## src/rtl/mod_addsub_lanes.sv

```systemverilog
// mod_addsub_lanes: LANES-wide modular adder/subtractor sharing one modulus
// per transaction, behind a two-stage valid/ready elastic pipeline.
//   S1: raw K+1-bit sum or borrow-extended difference per lane, plus op and q.
//   S2: single conditional correction by q into [0, q), registered to out_res.
// Optional build macro MOD_ADDSUB_RANGE_CHECK_EN adds out_err, flagging any
// transaction with a lane operand >= q or with q < 2. Results are unaffected.
// Without the macro there is no out_err port and no comparison logic.
module mod_addsub_lanes #(
   parameter int K     = 54,
   parameter int LANES = 4
) (
   input  logic               clk,
   input  logic               rst_n,
   input  logic               in_valid,
   output logic               in_ready,
   input  logic               in_op,
   input  logic [LANES*K-1:0] in_a,
   input  logic [LANES*K-1:0] in_b,
   input  logic [K-1:0]       in_q,
   output logic               out_valid,
   input  logic               out_ready,
`ifdef MOD_ADDSUB_RANGE_CHECK_EN
   output logic               out_err,
`endif
   output logic [LANES*K-1:0] out_res
);

   // pipeline control
   logic s1_en;
   logic s2_en;

   // stage 1 state
   logic                   s1_valid_q;
   logic                   s1_op_q;
   logic [K-1:0]           s1_mod_q;
   logic [LANES-1:0][K:0]  s1_r_q;
   logic [LANES-1:0][K:0]  s1_r_d;

   // stage 2 (output) state
   logic                   out_valid_q;
   logic [LANES*K-1:0]     out_res_q;
   logic [LANES*K-1:0]     out_res_d;
   logic [LANES-1:0][K:0]  s2_dif;
   logic [LANES-1:0][K:0]  s2_sum;

`ifdef MOD_ADDSUB_RANGE_CHECK_EN
   logic s1_err_q;
   logic s1_err_d;
   logic out_err_q;
`endif

   // Advance enables: each stage moves when it is empty or its successor moves.
   // in_ready depends only on registered state and out_ready.
   always_comb begin
      s2_en    = !out_valid_q || out_ready;
      s1_en    = !s1_valid_q || s2_en;
      in_ready = s1_en;
   end

   // Stage 1 datapath: K+1-bit add, or zero-extended subtract whose bit K is the borrow.
   always_comb begin
      s1_r_d = '0;
      for (int unsigned i = 0; i < LANES; i++) begin
         if (in_op) begin
            s1_r_d[i] = {1'b0, in_a[i*K +: K]} - {1'b0, in_b[i*K +: K]};
         end else begin
            s1_r_d[i] = {1'b0, in_a[i*K +: K]} + {1'b0, in_b[i*K +: K]};
         end
      end
   end

`ifdef MOD_ADDSUB_RANGE_CHECK_EN
   // Operand contract check on the incoming transaction: any lane a/b >= q, or q < 2.
   always_comb begin
      s1_err_d = (in_q[K-1:1] == '0);
      for (int unsigned i = 0; i < LANES; i++) begin
         if ((in_a[i*K +: K] >= in_q) || (in_b[i*K +: K] >= in_q)) begin
            s1_err_d = 1'b1;
         end
      end
   end
`endif

   // Stage 2 datapath: one conditional subtract (add) or add-back (sub) of q.
   always_comb begin
      s2_dif    = '0;
      s2_sum    = '0;
      out_res_d = '0;
      for (int unsigned i = 0; i < LANES; i++) begin
         s2_dif[i] = s1_r_q[i] - {1'b0, s1_mod_q};
         s2_sum[i] = s1_r_q[i] + {1'b0, s1_mod_q};
         if (s1_op_q) begin
            // borrow set means a < b: wrap by adding q back
            out_res_d[i*K +: K] = s1_r_q[i][K] ? s2_sum[i][K-1:0] : s1_r_q[i][K-1:0];
         end else begin
            // borrow on r - q means r < q: keep r unchanged
            out_res_d[i*K +: K] = s2_dif[i][K] ? s1_r_q[i][K-1:0] : s2_dif[i][K-1:0];
         end
      end
   end

   // Stage 1 registers: valid follows in_valid whenever S1 may advance.
   always_ff @(posedge clk or negedge rst_n) begin
      if (!rst_n) begin
         s1_valid_q <= 1'b0;
         s1_op_q    <= 1'b0;
         s1_mod_q   <= '0;
         s1_r_q     <= '0;
      end else if (s1_en) begin
         s1_valid_q <= in_valid;
         if (in_valid) begin
            s1_op_q  <= in_op;
            s1_mod_q <= in_q;
            s1_r_q   <= s1_r_d;
         end
      end
   end

   // Stage 2 registers: output holds whenever downstream stalls a valid result.
   always_ff @(posedge clk or negedge rst_n) begin
      if (!rst_n) begin
         out_valid_q <= 1'b0;
         out_res_q   <= '0;
      end else if (s2_en) begin
         out_valid_q <= s1_valid_q;
         if (s1_valid_q) begin
            out_res_q <= out_res_d;
         end
      end
   end

`ifdef MOD_ADDSUB_RANGE_CHECK_EN
   // Error flag travels with its transaction through both stages.
   always_ff @(posedge clk or negedge rst_n) begin
      if (!rst_n) begin
         s1_err_q  <= 1'b0;
         out_err_q <= 1'b0;
      end else begin
         if (s1_en && in_valid) begin
            s1_err_q <= s1_err_d;
         end
         if (s2_en && s1_valid_q) begin
            out_err_q <= s1_err_q;
         end
      end
   end

   assign out_err = out_err_q;
`endif

   assign out_valid = out_valid_q;
   assign out_res   = out_res_q;

endmodule

```

## config.mk

```make
export PLATFORM = sky130hd
export DESIGN_NAME = mod_addsub_lanes
export DESIGN_NICKNAME = d
export VERILOG_FILES = /design/src/rtl/mod_addsub_lanes.sv
export SDC_FILE = /design/constraint.sdc
export NUM_CORES = 2
export LEC_CHECK = 0
export BUFFER_PORTS_ARGS = -buffer_cell sky130_fd_sc_hd__buf_2
export CAP_MARGIN = 20
export CORE_ASPECT_RATIO = 1.75
export CORE_MARGIN = 2
export CORE_UTILIZATION = 56
export CTS_CLUSTER_DIAMETER = 40
export DETAILED_ROUTE_END_ITERATION = 10
export MAX_ROUTING_LAYER = met4
export PLACE_DENSITY = 0.77
export SLEW_MARGIN = 0
export SYNTH_ARGS = -nofsm -noshare
export SYNTH_HDL_FRONTEND = slang
export SYNTH_SLANG_ARGS = --single-unit
```

## constraint.sdc

```tcl
create_clock -name clk -period 3.94 [get_ports clk]
set_input_delay 1.182 -clock clk [delete_from_list [all_inputs] [get_ports clk]]
set_output_delay 1.182 -clock clk [all_outputs]
set_load 0.005 [all_outputs]
```

==> reports/qor.csv, run 1 <==
metric,value,unit
"EDFF count, synth",0,
num rows,164,
Yosys reg bits,493,
Top Ports,709,
Post-synth top flop,dfrtp_1,
pre-CTS WS,-2.19,ns
CTS Root Cell,clkbuf_16,
CTS Hold Buffers Added,0,
Synth Net Count,9799,
Synth top area share,19.3,%
Err,[ERROR GRT-0116] Global routing finished with congestion. Check the congestion regions in the DRC Viewer.,
Stopped at,global routing,
routability congestion estimate,1.28,
most frequent cell after synthesis,a21oi_1,
Die Y-Extent,452,µm
Syn Inst Count,8648,
most instantiated cells after synthesis,"a21oi_1 (906), nand2_1 (866), nor2_1 (854)",
Die Width,260,µm
Buffers on Ports,708,
area of the mapped netlist,64100,µm²
vias in the first global route,102000,
post-DP HPWL,290000,µm
CTS sink count,493,
Num CTS Buffers,73,
Ys Warns,0,
pin count of the biggest net entering global routing,101,
starting density of the core,56.3,%
top post-synthesis cells by area,"dfrtp_1 (19%), ha_1 (13%), xnor2_1 (7.8%), a21oi_1 (7.1%), o21ai_0 (5.1%)",
cell taking the most area after synthesis,dfrtp_1,
htree depth,3,
clock tree buffer depth,3,
"Seq/Total Area, Yosys",19.3,%
Synth cell types,124,
syn avg cell area,7.41,µm²
gr usage total,81.9,%
status,stopped before the end,
Congestion Overflow GR,374,
global-route wire length before repair,709000,µm
asr flop ratio synth,100,%
## stage by stage
stage          cell area (µm²)  util, %  instances  hold slack (ns)
2_1_floorplan            64900        -       8648            0.467
3_3_place_gp             85400     75.0      12600            0.457
3_5_place_dp             85400     75.0      12600            0.465
4_1_cts                  93800     82.4      12900            0.458
## kinds of logic after synthesis
kind of cell	share of synthesized area (%)
muxes	1.67
DFF	19.3
buffers and inverters	5.19
xor gates and xnor gates	10.2
AOI/OAI and AO/OA	31.0
adders and majority gates	13.0
and+or+nand+nor	19.6
## repair_timing
item                                    4_1_cts
endpoints found under the setup margin      336
cloned                                       11
hold endpoints to repair                      0
pin swaps                                   525
gates resized for setup                     925
buffers inserted                            209
## routing by layer
layer / GRT overflow / track usage, %
met1: 12 / 80.0
met2: 220 / 95.7
met3: 13 / 66.0
met4: 129 / 82.8
met5: - / -
==> inputs of run 2 (changes only) <==
CORE_ASPECT_RATIO = not set   (was 1.75)
CORE_UTILIZATION = 40   (was 56)
CTS_CLUSTER_DIAMETER = not set   (was 40)
MAX_ROUTING_LAYER = not set   (was met4)
PLACE_DENSITY = not set   (was 0.77)
PLACE_DENSITY_LB_ADDON = 0.15   (was not set)
clock period = 5.1 ns   (was 3.94 ns; I/O delays follow)
==> reports/qor.csv, run 2 <==
metric,value,unit,change
post-DP HPWL,275000,µm,was 290000 µm
max reg flops,220,,
CP Max Fanout,3,,
HP Class,register to register,,
htree depth,3,,unchanged
status,"complete, but fails checks",,was stopped before the end
Max Clk Rate,0.182,GHz,
pin count of the biggest net entering global routing,178,,
router iterations before antenna repair,6,,
Synth cell types,124,,unchanged
crit path kind,primary input to register,,
Post-synth top flop,dfrtp_1,,unchanged
num rows,146,,was 164
"most common cell after layout, fill and taps aside",buf_4,,
residual DRC count,0,,
skew final,0.0181,ns,
clock latency on the worst-skew pair,0.69,ns,
"Seq/Total Area, Yosys",19.3,%,unchanged
syn avg cell area,7.41,µm²,unchanged
area post-placement,80400,µm²,was 85400 µm²
clock tree from TritonCTS,built,,
global-route wire length before repair,472000,µm,
Final Max Tran Viols,0,,
Setup Viol. Count Final,26,,
Yosys reg bits,493,,unchanged
top post-synthesis cells by area,"dfrtp_1 (19%), ha_1 (13%), xnor2_1 (7.8%), a21oi_1 (7.1%), o21ai_0 (5.1%)",,unchanged
Synth Net Count,9799,,unchanged
MaxCap Viol Count,0,,
core area,159000,µm²,
worst reg2reg setup slack,0.13,ns,
CTS sink count,493,,unchanged
Num CTS Buffers,66,,was 73
most instantiated cells after synthesis,"a21oi_1 (906), nand2_1 (866), nor2_1 (854)",,unchanged
starting density of the core,40.4,%,was 56.3%
pwr/cell area,503,nW/µm²,
Worst Path Arrival,6.10,ns,
Synth top area share,19.3,%,unchanged
most frequent cell after synthesis,a21oi_1,,unchanged
slew margin rel.,23.7,%,
final core occ,53.2,%,
antenna-violating nets left,0,,
area of the mapped netlist,64100,µm²,unchanged
nets@finish,11700,,
Final Cycle Share,108,%,
Syn Inst Count,8648,,unchanged
vias in the first global route,70500,,
Slew @ Worst Pin,1.14,ns,
Die Area,163000,µm²,
gr usage total,38.6,%,
Vias/cell,5.92,,
clock slew at the register clock pins of the worst setup and hold paths,0.06,ns,
Top Ports,709,,unchanged
Leak,39.4,nW,
routed vias,74800,,
asr flop ratio synth,100,%,unchanged
CTS Root Cell,clkbuf_16,,unchanged
"EDFF count, synth",0,,unchanged
"Most flops, register",s1_r_q,,
WL/cell,26.1,µm,
Die Width,404,µm,was 260 µm
most frequent cells in the layout,"buf_4 (1486), a21oi_1 (857), nand2_1 (853), nor2_1 (834), buf_2 (702)",,
setup repair after global routing missed its margin,yes,,
CTS Hold Buffers Added,0,,unchanged
Tot Pwr,42.4,mW,
Final Instance Area,84400,µm²,
Final WS setup,-0.391,ns,
clock tree buffer depth,3,,unchanged
maximum VDD drop,0.000324,V,
crit path capture type,register,,
"Hold Vio Cnt, Final",0,,
initial DRC count,7619,,
routability congestion estimate,1.08,,was 1.28
Ys Warns,0,,unchanged
Layout area overhead,31.7,%,
violations in the final reports,setup timing,,
Worst Path Required,5.71,ns,
Buffers on Ports,708,,unchanged
CP startpoint kind,primary input,,
share of cells above drive strength 1,26.2,%,
cell taking the most area after synthesis,dfrtp_1,,unchanged
Detailed Route WL,329000,µm,
Final Critical Period,5.49,ns,
Congestion Overflow GR,0,,
initial antenna violation count,25,,
Die Y-Extent,404,µm,was 452 µm
-- run 2: cell families (layout without fill, tap and decap cells) --
| group | after synthesis | count (layout) | synth area share, % |
|---|---|---|---|
| buffers and inverters | 851 | 2755 | 5.19 |
| XOR/XNOR | 744 | 744 | 10.2 |
| AO/OA/AOI/OAI | 3089 | 3089 | 31.0 |
| flip-flops | 493 | 493 | 19.3 |
| multiplexers | 96 | 96 | 1.67 |
| adder cells (fa/ha/maj) | 660 | 660 | 13.0 |
| other | 0 | 14 | 0 |
| AND/OR/NAND/NOR | 2715 | 2715 | 19.6 |
-- run 2: worst paths after layout --
kind,startpoint,depth (start not counted),endpoint
min in group asynchronous,rst_n,1,out_res[105]$_DFFE_PN0P_
min reg2reg,out_res[183]$_DFFE_PN0P_,2,out_res[183]$_DFFE_PN0P_
max in group asynchronous,rst_n,3,s1_r_q[219]$_DFFE_PN0P_
max reg2reg,s1_mod_q[0]$_DFFE_PN0P_,16,out_res[94]$_DFFE_PN0P_
max,in_b[8],20,s1_r_q[54]$_DFFE_PN0P_
min,out_res[183]$_DFFE_PN0P_,2,out_res[183]$_DFFE_PN0P_
-- run 2: metrics by stage --
| step | TNS (ns) | worst slack [ns] | instances | hold slack [ns] |
|---|---|---|---|---|
| 3_3_place_gp | -63.85 | -1.32 | 12400 | 0.455 |
| 2_1_floorplan | -14.70 | -0.782 | 8648 | 0.467 |
| 3_5_place_dp | -69.78 | -1.37 | 12400 | 0.465 |
| 6_report | -3.98 | -0.391 | 12600 | 0.473 |
| 4_1_cts | -3.76 | -0.375 | 12600 | 0.477 |
| 5_1_grt | -9.86 | -0.569 | 12600 | 0.486 |
-- run 2: worst max-delay path, cell delays in order --
cell	delay, ns
buf_6	0.09
or4_4	0.54
or4_4	0.44
buf_6	0.14
nor4_4	0.32
and3b_2	0.29
buf_4	0.13
a21oi_1	0.07
xnor2_1	0.14
ha_1	0.32
nand3_2	0.08
or4_4	0.44
a2111o_1	0.38
a31oi_4	0.27
o31ai_4	0.10
a31o_4	0.27
o21ai_4	0.16
nand2b_1	0.11
and3_4	0.18
nor3_2	0.10
-- run 2: layout make-up --
cell class                      count  area [µm²]
Clock buffer                       83        1830
Fill cell                       15700       74300
Timing Repair Buffer             2248       15600
Inverter                          386        1450
Sequential cell                   493       12300
Tap cell                         2072        2590
Multi-Input combinational cell   7304       50000
Antenna cell                       14        35.0
Clock inverter                     38         480
-- run 2: power by group --
group | internal, mW | total [mW] | switching [mW] | leakage, nW
sequential | 5.31 | 7.45 | 2.14 | 5.97
clock | 2.98 | 5.08 | 2.10 | 1.12
combinational | 12.1 | 29.9 | 17.8 | 32.3
-- run 2: repair_timing --
item	in CTS	in global routing
endpoints found under the hold margin	0	0
setup buffers	25	43
gates resized for setup	95	197
pin swaps	73	162
endpoints found under the setup margin	29	82
-- run 2: per-layer routing --
metal / share of wire, % / global-route usage [%] / up-vias
met4: 4.5 / 15.1 / 16
met3: 9.9 / 10.0 / 570
met2: 42 / 57.3 / 3117
met1: 44 / 53.1 / 36000
li1: - / - / 35100
met5: 0.030 / 0 / -
(Power assumes the default switching activity.)
